--- src/rtl/md_sequencer_pkg.sv ---
// Shared definitions for the HI/LO multiply/divide sequencer: op codes,
// FSM state encodings and the iteration count.
package md_sequencer_pkg;

   localparam int MD_OP_LEN = 4;
   localparam int MD_ITERS  = 32;

   typedef enum logic [MD_OP_LEN-1:0] {
      MD_OP_NONE  = 4'd0,
      MD_OP_MULT  = 4'd1,
      MD_OP_MULTU = 4'd2,
      MD_OP_DIV   = 4'd3,
      MD_OP_DIVU  = 4'd4,
      MD_OP_MTHI  = 4'd5,
      MD_OP_MTLO  = 4'd6,
      MD_OP_MFHI  = 4'd7,
      MD_OP_MFLO  = 4'd8
   } md_op_e;

   typedef enum logic [1:0] {
      MD_ST_IDLE = 2'd0,
      MD_ST_MUL  = 2'd1,
      MD_ST_DIV  = 2'd2,
      MD_ST_FIX  = 2'd3
   } md_state_e;

endpackage

--- src/rtl/md_sequencer_iter_step.sv ---
// One radix-2 step of the iterative multiplier / restoring divider.
// Multiply: acc = {partial product, remaining multiplier bits}.
// Divide:   acc = {remainder, quotient / remaining dividend bits}.
module md_iter_step
   import md_sequencer_pkg::*;
#(
   parameter int WIDTH = 32
) (
   input  logic                 mode_div,
   input  logic [2*WIDTH-1:0]   acc,
   input  logic [WIDTH-1:0]     operand,
   output logic [2*WIDTH-1:0]   acc_next
);

   logic [WIDTH:0]   sum;
   logic [WIDTH:0]   trial_rem;
   logic [WIDTH-1:0] diff;

   // Single shift-add (multiply) or shift-subtract (divide) step
   always_comb begin
      sum       = {1'b0, acc[2*WIDTH-1:WIDTH]} + {1'b0, operand};
      trial_rem = acc[2*WIDTH-1:WIDTH-1];
      // The shifted remainder is below 2*divisor, so the difference fits in WIDTH bits
      diff      = acc[2*WIDTH-2:WIDTH-1] - operand;
      acc_next  = acc;
      if (mode_div) begin
         if (trial_rem >= {1'b0, operand})
            acc_next = {diff, acc[WIDTH-2:0], 1'b1};
         else
            acc_next = {acc[2*WIDTH-2:0], 1'b0};
      end else begin
         if (acc[0])
            acc_next = {sum, acc[WIDTH-1:1]};
         else
            acc_next = {1'b0, acc[2*WIDTH-1:1]};
      end
   end

endmodule

--- src/rtl/md_sequencer.sv ---
// HI/LO unit controller: accepts one HI/LO op at a time, runs a 32-step
// multiply/divide, applies sign fix-up and commits HI/LO.
module md_sequencer
   import md_sequencer_pkg::*;
#(
   parameter int WIDTH = 32
) (
   input  logic                 clk,
   input  logic                 reset,
   input  logic                 op_valid,
   input  logic [MD_OP_LEN-1:0] op,
   input  logic [WIDTH-1:0]     src0,
   input  logic [WIDTH-1:0]     src1,
   input  logic                 flush,
   output logic                 op_ready,
   output logic                 stall,
   output logic [WIDTH-1:0]     rd_data,
   output logic [WIDTH-1:0]     hi,
   output logic [WIDTH-1:0]     lo
);

   md_state_e            state, state_next;
   md_op_e               op_e;
   logic [5:0]           cnt;
   logic [2*WIDTH-1:0]   acc, acc_next, prod;
   logic [WIDTH-1:0]     operand, fix_hi, fix_lo;
   logic                 is_div, neg_res, rem_neg, div_zero;
   logic                 accept, start_mul, start_div, is_signed, commit;

   // Magnitude of a possibly signed operand; the most negative value maps to itself
   function automatic logic [WIDTH-1:0] mag(input logic [WIDTH-1:0] v, input logic sgn);
      return (sgn && v[WIDTH-1]) ? (~v + 1'b1) : v;
   endfunction

   assign op_e      = md_op_e'(op);
   assign op_ready  = (state == MD_ST_IDLE) && !flush;
   assign stall     = op_valid && !op_ready;
   assign accept    = op_valid && op_ready;
   assign start_mul = accept && (op_e == MD_OP_MULT || op_e == MD_OP_MULTU);
   assign start_div = accept && (op_e == MD_OP_DIV  || op_e == MD_OP_DIVU);
   assign is_signed = (op_e == MD_OP_MULT) || (op_e == MD_OP_DIV);
   assign commit    = (state == MD_ST_FIX) && !flush;

   md_iter_step #(.WIDTH(WIDTH)) u_step (
      .mode_div (state == MD_ST_DIV),
      .acc      (acc),
      .operand  (operand),
      .acc_next (acc_next)
   );

   // FSM state register
   always_ff @(posedge clk or posedge reset) begin
      if (reset) state <= MD_ST_IDLE;
      else       state <= state_next;
   end

   // Next-state logic; flush always returns to IDLE
   always_comb begin
      state_next = state;
      if (flush) begin
         state_next = MD_ST_IDLE;
      end else begin
         unique case (state)
            MD_ST_IDLE: if (start_mul) state_next = MD_ST_MUL;
                        else if (start_div) state_next = MD_ST_DIV;
            MD_ST_MUL,
            MD_ST_DIV:  if (cnt == 6'(MD_ITERS - 1)) state_next = MD_ST_FIX;
            MD_ST_FIX:  state_next = MD_ST_IDLE;
            default:    state_next = MD_ST_IDLE;
         endcase
      end
   end

   // Sign fix-up of the raw magnitude result; divide-by-zero yields zero
   always_comb begin
      prod   = neg_res ? -acc : acc;
      fix_hi = '0;
      fix_lo = '0;
      if (!is_div) begin
         fix_hi = prod[2*WIDTH-1:WIDTH];
         fix_lo = prod[WIDTH-1:0];
      end else if (!div_zero) begin
         fix_lo = neg_res ? -acc[WIDTH-1:0] : acc[WIDTH-1:0];
         fix_hi = rem_neg ? -acc[2*WIDTH-1:WIDTH] : acc[2*WIDTH-1:WIDTH];
      end
   end

   // Move-from reads HI/LO directly; zero unless the read is accepted
   always_comb begin
      rd_data = '0;
      if (accept && op_e == MD_OP_MFHI) rd_data = hi;
      if (accept && op_e == MD_OP_MFLO) rd_data = lo;
   end

   // Operand latches, iteration datapath and HI/LO registers
   always_ff @(posedge clk or posedge reset) begin
      if (reset) begin
         cnt      <= '0;
         acc      <= '0;
         operand  <= '0;
         is_div   <= 1'b0;
         neg_res  <= 1'b0;
         rem_neg  <= 1'b0;
         div_zero <= 1'b0;
         hi       <= '0;
         lo       <= '0;
      end else if (accept) begin
         if (op_e == MD_OP_MTHI) hi <= src0;
         if (op_e == MD_OP_MTLO) lo <= src0;
         if (start_mul || start_div) begin
            cnt      <= '0;
            is_div   <= start_div;
            neg_res  <= is_signed && (src0[WIDTH-1] ^ src1[WIDTH-1]);
            rem_neg  <= is_signed && src0[WIDTH-1];
            div_zero <= (src1 == '0);
            // Multiply keeps the multiplier in acc; divide keeps the dividend there
            acc      <= {{WIDTH{1'b0}}, start_div ? mag(src0, is_signed) : mag(src1, is_signed)};
            operand  <= start_div ? mag(src1, is_signed) : mag(src0, is_signed);
         end
      end else if (state == MD_ST_MUL || state == MD_ST_DIV) begin
         acc <= acc_next;
         cnt <= cnt + 6'd1;
      end else if (commit) begin
         hi <= fix_hi;
         lo <= fix_lo;
      end
   end

endmodule

--- config.mk ---
export PLATFORM = sky130hd
export DESIGN_NAME = md_sequencer
export DESIGN_NICKNAME = d
export VERILOG_FILES = /design/src/rtl/md_sequencer_pkg.sv /design/src/rtl/md_sequencer_iter_step.sv /design/src/rtl/md_sequencer.sv
export SDC_FILE = /design/constraint.sdc
export NUM_CORES = 1
export LEC_CHECK = 0
export BUFFER_PORTS_ARGS = -buffer_cell sky130_fd_sc_hd__buf_2
export CAP_MARGIN = 5
export CORE_MARGIN = 1
export CORE_UTILIZATION = 55
export CTS_CLUSTER_DIAMETER = 200
export DETAILED_ROUTE_END_ITERATION = 10
export PLACE_DENSITY_LB_ADDON = 0.15
export SLEW_MARGIN = 25
export SYNTH_ARGS = -nofsm -noshare
export SYNTH_HDL_FRONTEND = slang
export SYNTH_SLANG_ARGS = --single-unit
--- constraint.sdc ---
create_clock -name clk -period 5.7 [get_ports clk]
set_input_delay 1.425 -clock clk [delete_from_list [all_inputs] [get_ports clk]]
set_output_delay 1.425 -clock clk [all_outputs]
set_load 0.01 [all_outputs]
; ---- After elaboration in Yosys (flattened, before gate mapping)
; Index checks and enable logic that the tools add are counted.
; Widths: inputs -> output; s select.
[op_classes]
addsub = 8
n_lt_le_gt_ge = 1
n_eq_ne = 18
mux = 35
bitwise = 3
reduce_logical = 28
[op_table]
columns = op, n
row1 = $mux 32, 20
row2 = $mux 64, 7
row3 = $add 32x1->32 const B, 2
row4 = $neg 32->32, 2
row5 = $neg 64->64, 1
row6 = $not 32->32, 2
row7 = $add 32x32->33, 1
row8 = $ge 33x32->1, 1
row9 = $logic_not 32->1, 1
row10 = $sub 32x32->32, 1
row11 = $mux 6, 3
row12 = $eq 4x3->1 const B, 4
row13 = $logic_and 1x1->1, 11
row14 = $eq 4x2->1 const B, 2
row15 = $mux 2, 4
row16 = $add 6x1->6 const B, 1
row17 = $eq 6x5->1 const B, 1
row18 = $ne 2x1->1 const B, 3
row19 = $pmux 2 s3, 1
row20 = $reduce_and 2->1, 3
row21 = $reduce_and 3->1, 2
row22 = $logic_or 1x1->1, 5
row23 = $eq 2x2->1 const B, 2
row24 = $eq 4x1->1 const B, 1
row25 = other kinds (10), 12
[totals]
regBits = 172
inputBits = 72
out_inout_bits = 98
elab_cells = 103

; ---- Depth between registers and ports, before layout
; Gate-level depths: netlist of run 1.
[depth]
depth_word = 8
depth_mapped = 14
ltp_nobuf = 13

; ---- Hierarchy
; From an unflattened synthesis of run 1, not the netlist that was laid out.
[hier_totals]
hier_cells = 2209
hier_area_um2 = 16839.9
[by_module_without_submodules]
columns = module, n_inst, cells_per_inst, area_each_um2, seq_area_each_um2
row1 = md_sequencer, 1, 1489, 11916.4, 4304.1
row2 = md_iter_step, 1, 720, 4923.5, 0.0

; ---- Least setup slack after synthesis of run 1
; No wires, ideal clock.
[synth_path]
path_kind = input port to output port
start = in flush
end = out rd_data[10]
t_arrival_ns = 2.831
t_required_ns = 4.275
slack_ns = 1.444
stages = 5
n_path_buf = 1
path_cell_list = nor2b_1 > nand2_1 > nor3_1 > clkbuf_1 > a22o_1
[synth_via]
elab_chain_cells = 6
elab_cells_between_ends = 7
cone_classes = mux: 2 / reduce/logical: 5
[synth_rtl]
columns = item, line_no
row1 = "start, declared", md_sequencer.sv:14  ; input logic flush,
row2 = $logic_not 1->1 *, md_sequencer.sv:36  ; assign op_ready = (state == MD_ST_IDLE) && !flush;
row3 = $logic_and 1x1->1 *, md_sequencer.sv:36
row4 = $logic_and 1x1->1 *, md_sequencer.sv:38  ; assign accept = op_valid && op_ready;
row5 = $logic_and 1x1->1, md_sequencer.sv:91  ; if (accept && op_e == MD_OP_MFHI) rd_data = hi;
row6 = $mux 32, md_sequencer.sv:91
row7 = $mux 32 *, md_sequencer.sv:92  ; if (accept && op_e == MD_OP_MFLO) rd_data = lo;
row8 = "end, declared", md_sequencer.sv:17  ; output logic [WIDTH-1:0] rd_data,
; Mark *: on every way between the ends. The rest lies on a longest branch, timed or not.

; ---- Final worst setup path of run 1
[layout_path]
start = in flush
end = out rd_data[8]
; The elaborated chain is that of the path after synthesis.

==> results of run 1 <==
[power by group]
part           internal (mW)  switching [mW]  leakage [nW]
registers               1.79            1.11          2.10
logic                   3.28            4.99          5.52
clock network          0.656           0.586         0.288
[cell type report]
cell class                 count  area share
multi-input combinational   1746       0.621
clock inverter                13     0.00875
timing repair buffer         209      0.0654
tap                          384      0.0267
clock buffer                  17      0.0236
inverter                      76      0.0160
sequential                   172       0.239
[cells in the mapped netlist (8+ instances only)]
| cell | number |
|---|---|
| buf_1 | 9 |
| o31ai_1 | 36 |
| and2_1 | 9 |
| a22o_1 | 37 |
| clkbuf_1 | 132 |
| a21oi_1 | 209 |
| nor2b_1 | 19 |
| a22oi_1 | 34 |
| a211oi_1 | 22 |
| o41ai_1 | 9 |
| o211ai_1 | 11 |
| o21a_1 | 8 |
| inv_1 | 75 |
| nor2_1 | 210 |
| a21o_1 | 36 |
| or3_1 | 25 |
| dfrtp_1 | 172 |
| nor3_1 | 64 |
| mux2i_1 | 58 |
| ha_1 | 73 |
| nand2_1 | 229 |
| a31o_2 | 9 |
| xor2_1 | 56 |
| nor3b_1 | 8 |
| o21ai_1 | 27 |
| or4_1 | 9 |
| o221ai_1 | 30 |
| a31oi_1 | 47 |
| xnor2_1 | 99 |
| and3_1 | 20 |
| o21ai_0 | 135 |
| a311oi_1 | 13 |
| nand4_1 | 18 |
| nand3_1 | 39 |
| a211o_1 | 8 |
| nor4_1 | 12 |
| nand2b_1 | 15 |
[per-layer routing]
layer | track usage | up-vias | wire (um)
met5 | 0 | - | 0
met4 | 0.237 | 0 | 3830
met3 | 0.0868 | 179 | 7420
met2 | 0.614 | 1135 | 27200
met1 | 0.585 | 8486 | 26600
li1 | - | 8014 | -
[worst paths after layout]
path | end | cells past startpoint
max in group asynchronous | hi[30] | 4
worst min-delay path | hi[17] | 2
worst max-delay path | rd_data[8] | 7
worst max register to register | hi[14] | 9
worst min register to register | hi[17] | 2
min in group asynchronous | lo[12] | 3
[registers in the layout, indices dropped and copies added, names as in the netlist]
register	flops
rem_neg	1
state	2
is_div	1
acc	64
div_zero	1
cnt	6
hi	32
lo	32
neg_res	1
operand	32
[cell families after synthesis]
logic type	after synthesis	synth area share
flip-flops	172	0.264
adder cells (fa/ha/maj)	75	0.0585
multiplexers	67	0.0419
AO/OA/AOI/OAI	735	0.292
buffers and inverters	224	0.0522
XOR/XNOR	155	0.0833
AND/OR/NAND/NOR	714	0.208
[critical path, cell delays in order]
cell     delay [ns]
buf_2          0.13
nor2b_1        0.38
and4b_1        0.34
and3_1         0.17
buf_4          0.30
a22o_1         0.20
buf_2          0.13
[per-stage QoR]
step / hold slack (ns) / setup slack, ns / util / area (sq um)
after floorplan: 0.477 / 1.44 / - / 16300
after global placement: 0.502 / 1.31 / 0.602 / 17400
after global routing: 0.565 / 1.08 / 0.623 / 18000
after detailed placement: 0.505 / 1.23 / 0.602 / 17400
final: 0.524 / 1.18 / 0.623 / 18000
after CTS: 0.520 / 1.21 / 0.622 / 18000
==> flow_metrics.py, run 1 <==
metrics = {
    "cts": {
        "cts_made_buffers": 17,
        "clk_latency_ns": 0.46,
        "clockBufferDepth": 2,
        "cts_sinks": 172,
        "path_clk_slew_ns": 0.07,
        "post_cts_buffers": 0,
        "cts_tree": "built",
        "cts_root_buf": "clkbuf_16",
        "cts_resized": 0,
        "hold_buffers": 0,
        "cts-htree-levels": 4,
    },
    "yosys": {
        "synth_cells": 2142,
        "synth_edf_count": 0,
        "syn-num-nets": 2289,
        "yosysSeqAreaShare": 0.264,
        "syn_avg_cell_area_sq_um": 7.61,
        "yosys.area.top_type": "dfrtp_1",
        "ys_seq_elements": 172,
        "synth_warnings": 0,
        "synth_top_area_frac": 0.264,
        "synthArstFlopShare": 1.00,
        "synth_ff_type": "dfrtp_1",
        "ys_types": 82,
        "synth_area_leaders": "dfrtp_1 26%, a21oi_1 6.4%, ha_1 5.6%, xnor2_1 5.3%, nand2_1 5.3%",
        "synth_area_sq_mm": 0.0163,
    },
    "power_and_ir_drop": {
        "p_per_area_mw_per_mm2": 689,
        "vdd_drop_max_mv": 0.356,
        "leakagePower_nw": 7.91,
        "power.total_mw": 12.4,
    },
    "final_layout": {
        "final_cell_mix": "229 x nand2_1, 209 x nor2_1, 207 x a21oi_1",
        "final_common_cell": "nand2_1",
        "area_delta_synth_final_pct": 10.7,
        "seq_area_sq_mm": 0.00430,
        "layout.cells.non_filler": 2617,
        "multi_input_area_sq_mm": 0.0112,
        "finalNetCount": 2369,
        "diodes": 0,
        "drive_gt1_frac": 0.128,
        "fill_cells": 2698,
    },
    "critical_path": {
        "cp_data_required_time_ns": 4.28,
        "cp_data_arrival_time_ns": 3.10,
        "r2r-start": "acc[32]",
        "worstSetupPathType": "primary input to output port",
        "cp-end-kind": "output port",
        "crit_fanout": 32,
        "rrSetupSlack_ns": 1.53,
        "startpoint": "flush",
        "startpoint_type": "primary input",
    },
    "floorplan": {
        "core_sq_mm": 0.0289,
        "die_h_um": 174,
        "die_area_sq_mm": 0.0303,
        "ios": 170,
        "num_rows": 62,
        "initial_core_util": 0.563,
        "dieWidth_um": 174,
    },
    "min_path": {
        "holdCritStartpoint": "hi[17]",
        "hp-class": "flop to flop",
    },
    "sta": {
        "hold_viol": 0,
        "rsz0062_at_grt": "no",
        "finalSetupViolCount": 0,
        "post-route-period-util": 0.794,
        "worst_pin_slew_ns": 1.12,
        "period_minus_slack_ns": 4.52,
        "finalMaxSlewViolations": 0,
        "skew_ns": 0.0185,
        "slew_headroom": 0.250,
        "setup_tns_ns": 0,
        "max_freq_mhz": 221,
    },
    "routing": {
        "drt-pass1-iter-count": 7,
        "routed-via-count": 17800,
        "drt_iter0_markers": 2117,
        "vias_per_cell": 6.81,
        "routed_wl_um": 65100,
        "ant_nets": 0,
        "post_drt_wl_per_cell_um": 24.9,
        "drc_errors": 0,
    },
    "placed_design": {
        "portBuffers": 169,
        "hpwlAfterDp_um": 48500,
        "place.gp.congestion": 0.982,
        "dp_cells": 2586,
    },
    "grt": {
        "grt_max_degree": 173,
        "grt_pass1_vias": 16200,
        "grtUsageTotal": 0.423,
        "grt_pass1_wl_um": 98400,
        "grt.overflow.total": 0,
        "grt_antenna_before_repair": 0,
    },
    "flow_run": {
        "drv_cap": 0,
    },
    "outcome": {
        "status": "finished, final reports clean",
    },
}
No activity file was read; power rests on OpenSTA's default activity.
==> inputs of run 2 (changes only) <==
- clock period: 5.7 -> 3.7 ns (I/O delays scaled with it)
==> run 2 against run 1 <==
Final cell count increased by 2.8%. Global-route usage increased by 0.88 points. Critical endpoint is now hi[9]. Via count increased by 3.0%. Largest power group unchanged. Critical path type is now flop to flop. Worst setup slack got worse by 1.0 ns.
==> flow_metrics.py, run 2 (same netlist as run 1, synthesis figures left out) <==
metrics = {
    "routing": {
        "vias_per_cell": 6.82,
        "routed_wl_um": 66200,
        "routed-via-count": 18400,
        "ant_nets": 0,
        "drc_errors": 0,
        "drt_iter0_markers": 2434,
        "drt-pass1-iter-count": 6,
        "post_drt_wl_per_cell_um": 24.6,
    },
    "sta": {
        "period_minus_slack_ns": 3.57,
        "worst_pin_slew_ns": 0.941,
        "post-route-period-util": 0.964,
        "slew_headroom": 0.364,
        "finalSetupViolCount": 0,
        "max_freq_mhz": 280,
        "finalMaxSlewViolations": 0,
        "hold_viol": 0,
        "rsz0062_at_grt": "no",
        "skew_ns": 0.0141,
        "setup_tns_ns": 0,
    },
    "placed_design": {
        "place.gp.congestion": 1.01,
        "hpwlAfterDp_um": 50800,
        "portBuffers": 169,
    },
    "grt": {
        "grt_pass1_wl_um": 101000,
        "grt_max_degree": 65,
        "grt.overflow.total": 0,
        "grtUsageTotal": 0.432,
        "grt_pass1_vias": 16700,
        "grt_antenna_before_repair": 0,
    },
    "cts": {
        "clk_latency_ns": 0.45,
        "cts_sinks": 172,
        "cts_made_buffers": 17,
        "cts_tree": "built",
        "cts_root_buf": "clkbuf_16",
        "clockBufferDepth": 2,
        "post_cts_buffers": 0,
        "cts-htree-levels": 4,
        "path_clk_slew_ns": 0.08,
    },
    "critical_path": {
        "worstSetupPathType": "flop to flop",
        "cp_data_required_time_ns": 4.00,
        "startpoint_type": "flop",
        "crit_fanout": 6,
        "cp-end-kind": "flop",
        "cp_data_arrival_time_ns": 3.86,
    },
    "floorplan": {
        "die_area_sq_mm": 0.0303,
        "num_rows": 62,
        "core_sq_mm": 0.0289,
        "dieWidth_um": 174,
        "ios": 170,
        "initial_core_util": 0.563,
        "die_h_um": 174,
    },
    "min_path": {
        "hp-class": "primary input to asynchronous set/reset pin",
    },
    "final_layout": {
        "drive_gt1_frac": 0.156,
        "largest_register_ffs": 64,
        "final_core_util": 0.642,
        "final_cell_mix": "228 x nand2_1, 208 x nor2_1, 207 x a21oi_1",
        "finalNetCount": 2440,
        "final_common_cell": "nand2_1",
        "regMostFlops": "acc",
        "area_delta_synth_final_pct": 14.1,
        "fill_cells": 2646,
    },
    "power_and_ir_drop": {
        "leakagePower_nw": 8.26,
        "p_per_area_mw_per_mm2": 1060,
        "vdd_drop_max_mv": 0.685,
    },
    "flow_run": {
        "drv_cap": 0,
    },
    "outcome": {
        "status": "finished, final reports clean",
    },
}
-- run 2: cell types whose count changed in the layout (fill, tap and decap cells not counted), moves of 2 or more --
cell	change
buf_12	+5
buf_4	+66
bufinv_16	-2
clkbuf_1	+2
clkinv_4	+2
inv_8	-3
-- run 2: path summary, 6_finish.rpt --
kind / slack (ns) / depth (start not counted) / from / to
max: 0.13 / 7 / acc[16] / hi[9]
min: 0.39 / 2 / reset / lo[11]
max reg2reg: 0.13 / 7 / acc[16] / hi[9]
min reg2reg: 0.53 / 2 / state[0] / state[0]
max in group asynchronous: 2.48 / 3 / reset / acc[57]
min in group clk: 0.53 / 2 / state[0] / state[0]
-- run 2: timing repair --
item | 4_1_cts | 5_1_grt
hold endpoints to repair | 0 | 0
gates resized for setup | 0 | 2
hold buffers | 0 | 0
endpoints found under the setup margin | 0 | 32
-- run 2: stage by stage --
step                      total power [mW]  hold WS [ns]  instance area (sq um)  setup WS (ns)  instances
after global routing                  20.9         0.400                  18600         0.0837       2690
after floorplan                       12.9         0.477                  16300          0.444       2142
after CTS                             19.2         0.383                  18600          0.124       2690
final                                 19.7         0.388                  18600          0.133       2691
after global placement                17.2         0.506                  18000          0.277       2658
after detailed placement              17.4         0.517                  18000          0.205       2658
-- run 2: per-layer routing --
layer  wire length [um]  GRT usage
met2              27500      0.628
met5                  0          0
met3               8110     0.0892
met4               3940      0.236
met1              26600      0.598
-- run 2: cell type report --
type,instances,area (sq um),area share
flip-flops and latches,172,4300,0.232
clock inverters,12,106,0.00572
well taps,384,480,0.0258
diodes,1,2.50,0.000135
multi-input cells,1746,11200,0.603
clock buffers,20,447,0.0240
inverters,76,289,0.0155
repair buffers,280,1760,0.0946
-- run 2: critical path, cell delays in order, from the launching register on --
cell      delay (ns)
dfrtp_1         0.50
or4_1           0.74
nor4_4          0.45
nand3_1         0.29
nor2_1          0.50
nand2_1         0.23
a31oi_1         0.48
o221ai_1        0.20
-- run 2: where the power goes --
group          switching [mW]  internal (mW)
clock                   0.884          0.898
sequential               1.30           2.77
combinational            8.28           5.53
total                    10.5           9.20
